`config.mk`:
```
export PLATFORM = sky130hd
export DESIGN_NAME = front_inst_buffer
export DESIGN_NICKNAME = d
export VERILOG_FILES = /design/src/rtl/front_inst_buffer.sv
export SDC_FILE = /design/constraint.sdc
export NUM_CORES = 2
export LEC_CHECK = 0
export BUFFER_PORTS_ARGS = -buffer_cell sky130_fd_sc_hd__clkbuf_2
export CAP_MARGIN = 30
export CORE_UTILIZATION = 31
export CTS_CLUSTER_SIZE = 16
export DETAILED_ROUTE_END_ITERATION = 8
export GPL_TIMING_DRIVEN = 0
export PLACE_DENSITY = 0.46
export SETUP_SLACK_MARGIN = 0.3
export SLEW_MARGIN = 20
export SYNTH_ARGS = -nofsm -noshare
export SYNTH_HDL_FRONTEND = slang
export SYNTH_SLANG_ARGS = --single-unit
```
`constraint.sdc`:
```
create_clock -name clk -period 12.9 [get_ports clk]
set_input_delay 0.645 -clock clk [delete_from_list [all_inputs] [get_ports clk]]
set_output_delay 0.645 -clock clk [all_outputs]
set_load 0.02 [all_outputs]
```
`src/rtl/front_inst_buffer.sv`:
```
// -----------------------------------------------------------------------------
// front_inst_buffer
//   Decoupling FIFO between instruction fetch and the dual-issue decoder.
//   Fetch delivers bundles of up to two instructions; each instruction becomes
//   one entry of a circular buffer. The two oldest entries are presented to
//   decode every cycle, and decode reports how many it consumed (0..2).
//   exception_flush empties the buffer and overrides enqueue/dequeue.
//
//   Optional feature: define INST_BUF_STAT_EN to add the full_cycles counter.
//
// Ports
//   clk, rst_n               clock, asynchronous active-low reset
//   exception_flush          discard all entries (highest priority)
//   in_valid, in_second      bundle present / slot 2 of bundle valid
//   in_inst_1/2, in_pc_1/2   instruction words and PCs of the bundle
//   in_is_exception          exception flags copied into each written entry
//   in_exception_cause       packed 6x7 causes copied into each written entry
//   in_ready                 a full pair can be accepted this cycle
//   out_valid_1/2            head / head+1 entry valid
//   out_inst_*, out_pc_*, out_is_exception_*, out_exception_cause_*
//                            entry contents, zero when the lane is invalid
//   deq_count                entries consumed by decode this cycle
//   full_cycles              (INST_BUF_STAT_EN) cycles spent full, saturating
// -----------------------------------------------------------------------------
module front_inst_buffer #(
    parameter int DEPTH = 16
) (
    input  logic        clk,
    input  logic        rst_n,
    input  logic        exception_flush,
    input  logic        in_valid,
    input  logic        in_second,
    input  logic [31:0] in_inst_1,
    input  logic [31:0] in_inst_2,
    input  logic [31:0] in_pc_1,
    input  logic [31:0] in_pc_2,
    input  logic [5:0]  in_is_exception,
    input  logic [41:0] in_exception_cause,
    output logic        in_ready,
    output logic        out_valid_1,
    output logic        out_valid_2,
    output logic [31:0] out_inst_1,
    output logic [31:0] out_inst_2,
    output logic [31:0] out_pc_1,
    output logic [31:0] out_pc_2,
    output logic [5:0]  out_is_exception_1,
    output logic [5:0]  out_is_exception_2,
    output logic [41:0] out_exception_cause_1,
    output logic [41:0] out_exception_cause_2,
    input  logic [1:0]  deq_count
`ifdef INST_BUF_STAT_EN
    ,
    output logic [31:0] full_cycles
`endif
);

    localparam int AW = $clog2(DEPTH);
    localparam int CW = AW + 1;
    localparam logic [CW-1:0] DEPTH_C = CW'(DEPTH);

    typedef struct packed {
        logic [31:0] inst;
        logic [31:0] pc;
        logic [5:0]  is_exc;
        logic [41:0] cause;
    } entry_t;

    entry_t        mem [DEPTH];
    logic [AW-1:0] head, tail;
    logic [CW-1:0] count;

    logic          enq_fire;
    logic [CW-1:0] enq_n, deq_n;
    logic [1:0]    deq_req;
    entry_t        wr_1, wr_2;

    // Readiness uses the registered count only; a same-cycle dequeue does
    // not open room for the incoming pair.
    assign in_ready = (DEPTH_C - count) >= CW'(2);
    assign enq_fire = in_valid && in_ready && !exception_flush;
    assign enq_n    = enq_fire ? (in_second ? CW'(2) : CW'(1)) : '0;

    // Only two entries are ever presented, so an out-of-range request of 3
    // is treated as 2; then never remove more than is held.
    assign deq_req = (deq_count > 2'd2) ? 2'd2 : deq_count;
    assign deq_n   = (CW'(deq_req) > count) ? count : CW'(deq_req);

    assign wr_1 = '{inst: in_inst_1, pc: in_pc_1, is_exc: in_is_exception, cause: in_exception_cause};
    assign wr_2 = '{inst: in_inst_2, pc: in_pc_2, is_exc: in_is_exception, cause: in_exception_cause};

    always_ff @(posedge clk or negedge rst_n) begin
        if (!rst_n) begin
            head  <= '0;
            tail  <= '0;
            count <= '0;
        end else if (exception_flush) begin
            head  <= '0;
            tail  <= '0;
            count <= '0;
        end else begin
            head  <= head + deq_n[AW-1:0];
            tail  <= tail + enq_n[AW-1:0];
            count <= count + enq_n - deq_n;
        end
    end

    // Storage carries no reset; validity is tracked by head/count alone.
    // tail + 1 wraps naturally in AW bits.
    always_ff @(posedge clk) begin
        if (enq_fire) begin
            mem[tail] <= wr_1;
            if (in_second)
                mem[tail + AW'(1)] <= wr_2;
        end
    end

    // Read lanes: lane g shows entry head+g when at least g+1 entries exist.
    logic [1:0] lane_valid;
    entry_t     lane_data [2];

    for (genvar g = 0; g < 2; g++) begin : g_lane
        logic [AW-1:0] idx;
        assign idx           = head + AW'(g);
        assign lane_valid[g] = (count > CW'(g)) && !exception_flush;
        assign lane_data[g]  = lane_valid[g] ? mem[idx] : '0;
    end

    assign out_valid_1           = lane_valid[0];
    assign out_valid_2           = lane_valid[1];
    assign out_inst_1            = lane_data[0].inst;
    assign out_inst_2            = lane_data[1].inst;
    assign out_pc_1              = lane_data[0].pc;
    assign out_pc_2              = lane_data[1].pc;
    assign out_is_exception_1    = lane_data[0].is_exc;
    assign out_is_exception_2    = lane_data[1].is_exc;
    assign out_exception_cause_1 = lane_data[0].cause;
    assign out_exception_cause_2 = lane_data[1].cause;

`ifdef INST_BUF_STAT_EN
    // Counts cycles that begin full; saturates and survives flush.
    always_ff @(posedge clk or negedge rst_n) begin
        if (!rst_n)
            full_cycles <= '0;
        else if (count == DEPTH_C && full_cycles != 32'hFFFF_FFFF)
            full_cycles <= full_cycles + 32'd1;
    end
`endif

endmodule
```
# --- Word-level counts from Yosys, hierarchy flattened ---
# Memories as Yosys holds them, arrays and structs flattened.
# Index checks and enable logic that the tools add are counted.
word_totals:
  regBits: 13
  latch_bits: 0
  ram_bits: 1792
  rom_bits: 0
  input_bits: 183
  out_inout_bits: 227
  wordCells: 35
  memories: 1
op_classes:
  addsub: 7
  mul: 0
  n_div: 0
  n_lt_le_gt_ge: 5
  n_eq_ne: 0
  n_shift: 0
  n_mux: 14
  bitwise: 0
  reduce_logical: 5
memory_table:
  columns: ["memory", "depth", "width", "read_ports", "rd_ports_with_merged_regs", "write_ports", "line_no", "rtl"]
  rows:
  - ["mem", 16, 112, 2, 0, 2, "68", "entry_t mem [DEPTH];"]
op_table:
  columns: ["cell", "count"]
  rows:
  - ["two-way mux 112 bit", 2]
  - ["> comparator 5 x 1 -> 1 bit, second input constant", 2]
  - ["two-way mux 5 bit", 2]
  - ["adder 4 x 1 -> 4 bit, second input constant", 2]
  - ["two-way mux 4 bit", 2]
  - ["two-way mux 2 bit", 3]
  - ["adder 5 x 2 -> 5 bit", 1]
  - ["greater-or-equal comparator 5 x 2 -> 1 bit, second input constant", 1]
  - ["> comparator 2 x 5 -> 1 bit", 1]
  - ["two-way mux 1 bit", 5]
  - ["subtractor 5 bit", 1]
  - ["subtractor 5 bit, first input constant", 1]
  - ["adder 4 x 2 -> 4 bit", 1]
  - ["adder 4 bit", 1]
  - ["logical AND 1 bit", 4]
  - ["> comparator 2 bit, second input constant", 1]
  - ["zero test 1 bit", 1]

# --- Depth between registers and ports, before layout ---
logic_depth:
  ltp_word: 8
  mapped_depth: 19
  depth_no_buf: 17

# --- Least setup slack after synthesis ---
# No wires, ideal clock.
synth_path:
  path_type: "flip-flop to flip-flop"
  startpoint: "register count[1]"
  endpoint: "memory mem[14][0] in the netlist's numbering (enable)"
  setup_time_ns: 0.747
  t_arrival_ns: 10.146
  required_time_ns: 12.153
  setup_slack_ns: 2.007
  path_stages_with_launch: 11
  n_path_buf: 2
  period_less_slack_ns: 10.893
  cell_sequence: "dfrtp_1 > inv_1 > ha_1 > and3_1 > ha_1 > o2111a_1 > buf_2 > inv_1 > buf_2 > nand2_1 > o31ai_1"
synth_lines:
  columns: ["item", "line_no", "rtl"]
  rows:
  - ["start: declaration", "70", "logic [CW-1:0] count;"]
  - ["start signal: assignment", "103", "count <= count + enq_n - deq_n;"]
  - ["end: declaration", "68", null]

# --- Final worst setup path ---
layout_path:
  startpoint: "register count[1]"
  endpoint: "output port out_inst_1[18]"
layout_between:
  elab_chain_len: 3
layout_lines:
  columns: ["item", "line_no", "rtl"]
  rows:
  - ["> comparator 5 x 1 -> 1 bit", "124", "assign lane_valid[g] = (count > CW'(g)) && !exception_flush;"]
  - ["logical AND 1 bit", "124", null]
  - ["two-way mux 112 bit", "125", "assign lane_data[g] = lane_valid[g] ? mem[idx] : '0;"]
  - ["end: declaration", "42", "output logic [31:0] out_inst_1,"]
# Every way passes these cells.

==> reports/metrics.csv <==
stage,metric,value,unit
critical_path,required,12.26,ns
timing,period_needed,6.59,ns
layout,layout_common_cells,"edfxtp_1, mux2_2, mux2i_1",
timing,finalCritPeriodShare,51.1,%
floorplan,die-area,320000,µm²
timing,worstMarginPinSlew,1.15,ns
route,ant_nets,0,
synthesis,ys_seq_area_share,55.0,%
layout,register_area,54100,µm²
power_and_ir_drop,leakage,40.4,nW
layout,fin_util,37.9,%
synthesis,yosys_warnings,0,
layout,layout-area-overhead-vs-synth,21.4,%
timing,setup_viol,0,
grt,grt_overflow,0,
place,finalWeightedCongestion,0.846,
clock_network,cts-resized-gates,0,
timing,fmax,152,MHz
route,wl_per_cell,39.6,µm
timing,relSlewSlack,23.2,%
timing,fin_setup_tns,0,ns
route,drc,0,
grt,grt_pass1_wl,643000,µm
power_and_ir_drop,ir_drop,146,µV
clock_network,cts.sinks,1805,
hold_path,hold_path.class,in -> reg,
timing,hold_viol,0,
clock_network,clk_pin_slew_worst_paths,0.06,ns
floorplan,io_pins,410,
clock_network,ctsHoldBuffers,1,
critical_path,worst-endpoint-arrival,5.95,ns
route,first_pass_iters,7,
route,met1Wirelength,200000,µm
synthesis,synth-main-ff-cell,edfxtp_1,
route,top_layer,met5,
floorplan,initial_core_util,31.2,%
timing,slew_violations,0,
layout,fillers,30000,
clock_network,cts_made_buffers,217,
layout,drive_gt1_share,36.2,%
clock_network,cts_root_buf,clkbuf_16,
timing,whs,0.125,ns
synthesis,synthArstFlopShare,0.720,%
synthesis,syn_avg_cell_area,14.1,µm²
clock_network,htree_levels,4,
synthesis,ys_seq_elements,1805,
clock_network,clockBufferDepth,4,
route,drt_iter0_markers,10300,
layout,multi_input_area,41500,µm²
floorplan,fp-row-count,206,
floorplan,core,315000,µm²
route,wl_met3,47800,µm
layout,final_common_cell,edfxtp_1,
critical_path,cp_max_fo,10,
power_and_ir_drop,cellPowerDensity,222,nW/µm²
critical_path,cp-end-kind,output port,
layout,fin_nets,8141,
clock_network,tritoncts,done,
layout,fin_cells,12300,
place,hpwl,340000,µm
hold_path,hold-path-cell-count,2,
job,drv_cap,0,
place,io_buffers,408,
place,dp.cells,11900,
floorplan,die_y,565,µm
route,wl_met2,216000,µm
grt,grt_max_degree,17,
synthesis,netlist_area,98400,µm²
floorplan,dieWidth,565,µm
timing,skew,0.0484,ns
critical_path,r2r_cells,16,
timing,rsz0062_at_grt,no,
grt,antenna_found_initial,90,
run_status,outcome,completed,
synthesis,synth-edff-count,1792,
synthesis,synthCells,6969,
grt,grtUsageTotal,29.6,%
synthesis,synthDistinctLibCells,46,
synthesis,synth_nets,7173,
route,vias,74700,
critical_path,crit_path_start_kind,flip-flop,
route,via_per_inst,6.07,
grt,first_global_vias,72900,
clock_network,clk_latency,0.92,ns
route,routed_wl,487000,µm
critical_path,path_class,reg -> out,
clock_network,post_cts_buffers,0,
## path summary, 6_finish.rpt
check | slack (ns) | startpoint | endpoint
max in group asynchronous | 12.21 | rst_n | tail[2]
min in group asynchronous | 0.41 | rst_n | tail[1]
hold / removal | 0.13 | in_pc_1[5] | mem[0][53]
setup reg to reg | 8.06 | count[1] | mem[5][15]
hold reg to reg | 0.64 | head[3] | head[3]
setup / recovery | 6.31 | count[1] | out_inst_1[18]
## worst max-delay path, stage by stage (launching register included)
cell,delay [ns]
dfrtp_1,0.50
inv_1,0.16
ha_1,0.24
and3_1,0.19
ha_1,0.19
nor2_1,0.70
and2_1,0.23
clkbuf_1,0.35
clkbuf_2,0.70
clkbuf_1,0.88
o211ai_1,0.25
nand2_1,0.35
clkbuf_2,0.24
## sequential cells by signal, indices dropped and copies added, names as in the netlist
register / flops
mem: 1792
count: 5
head: 4
tail: 4
## through the flow
stage	worst slack [ns]	total power, mW	instance area (µm²)
2_1_floorplan	2.01	13.8	98400
3_3_place_gp	-14.58	19.9	106000
3_5_place_dp	7.51	20.5	113000
4_1_cts	6.52	26.2	119000
5_1_grt	6.38	27.0	119000
6_report	6.31	26.6	119000
## synth_stat cells, drive strengths merged (4+ instances only)
master / number / share of area [%]
a21oi: 5 / 0.025
a22oi: 336 / 2.6
buf: 274 / 1.3
clkbuf: 453 / 1.7
dfrtp: 13 / 0.33
edfxtp: 1792 / 55
fa: 4 / 0.081
ha: 17 / 0.22
inv: 14 / 0.053
mux2: 1472 / 17
mux2i: 1121 / 11
mux4: 112 / 2.6
nand2: 124 / 0.47
nand2b: 4 / 0.025
nand3: 577 / 2.9
nand4: 113 / 0.72
nor2: 18 / 0.079
nor2b: 14 / 0.089
nor3: 4 / 0.020
o211ai: 113 / 0.86
o21ai: 10 / 0.051
o22ai: 229 / 1.5
o32ai: 112 / 1.0
xor2: 7 / 0.062
## kinds of logic after synthesis
logic type      share of synthesized area, %
other cells                          0.00381
compound gates                          6.03
buf+inv                                 3.05
flops                                   55.0
simple gates                            4.48
fa+ha+maj                              0.298
xor+xnor                              0.0890
mux                                     31.0
## layer usage
metal  vias up  track usage [%]
li1      30000                -
met1     38900             39.8
met2      4739             45.7
met3      1030             6.82
met4        48             12.6
met5         -                0
## final cells by class
| cell class | instances | share of cell area, % |
|---|---|---|
| Tap cell | 4160 | 4.36 |
| Antenna cell | 38 | 0.0797 |
| Sequential cell | 1805 | 45.3 |
| Buffer | 727 | 2.63 |
| Multi-Input combinational cell | 4423 | 34.8 |
| Inverter | 14 | 0.0440 |
| Clock inverter | 89 | 0.463 |
| Clock buffer | 295 | 4.88 |
| Timing Repair Buffer | 749 | 7.41 |
## where the power goes
group	internal, mW	switching (mW)
clock network	3.23	2.58
registers	6.60	0.0677
logic	4.56	9.52
Note: power is estimated with default switching activity, not from simulation.
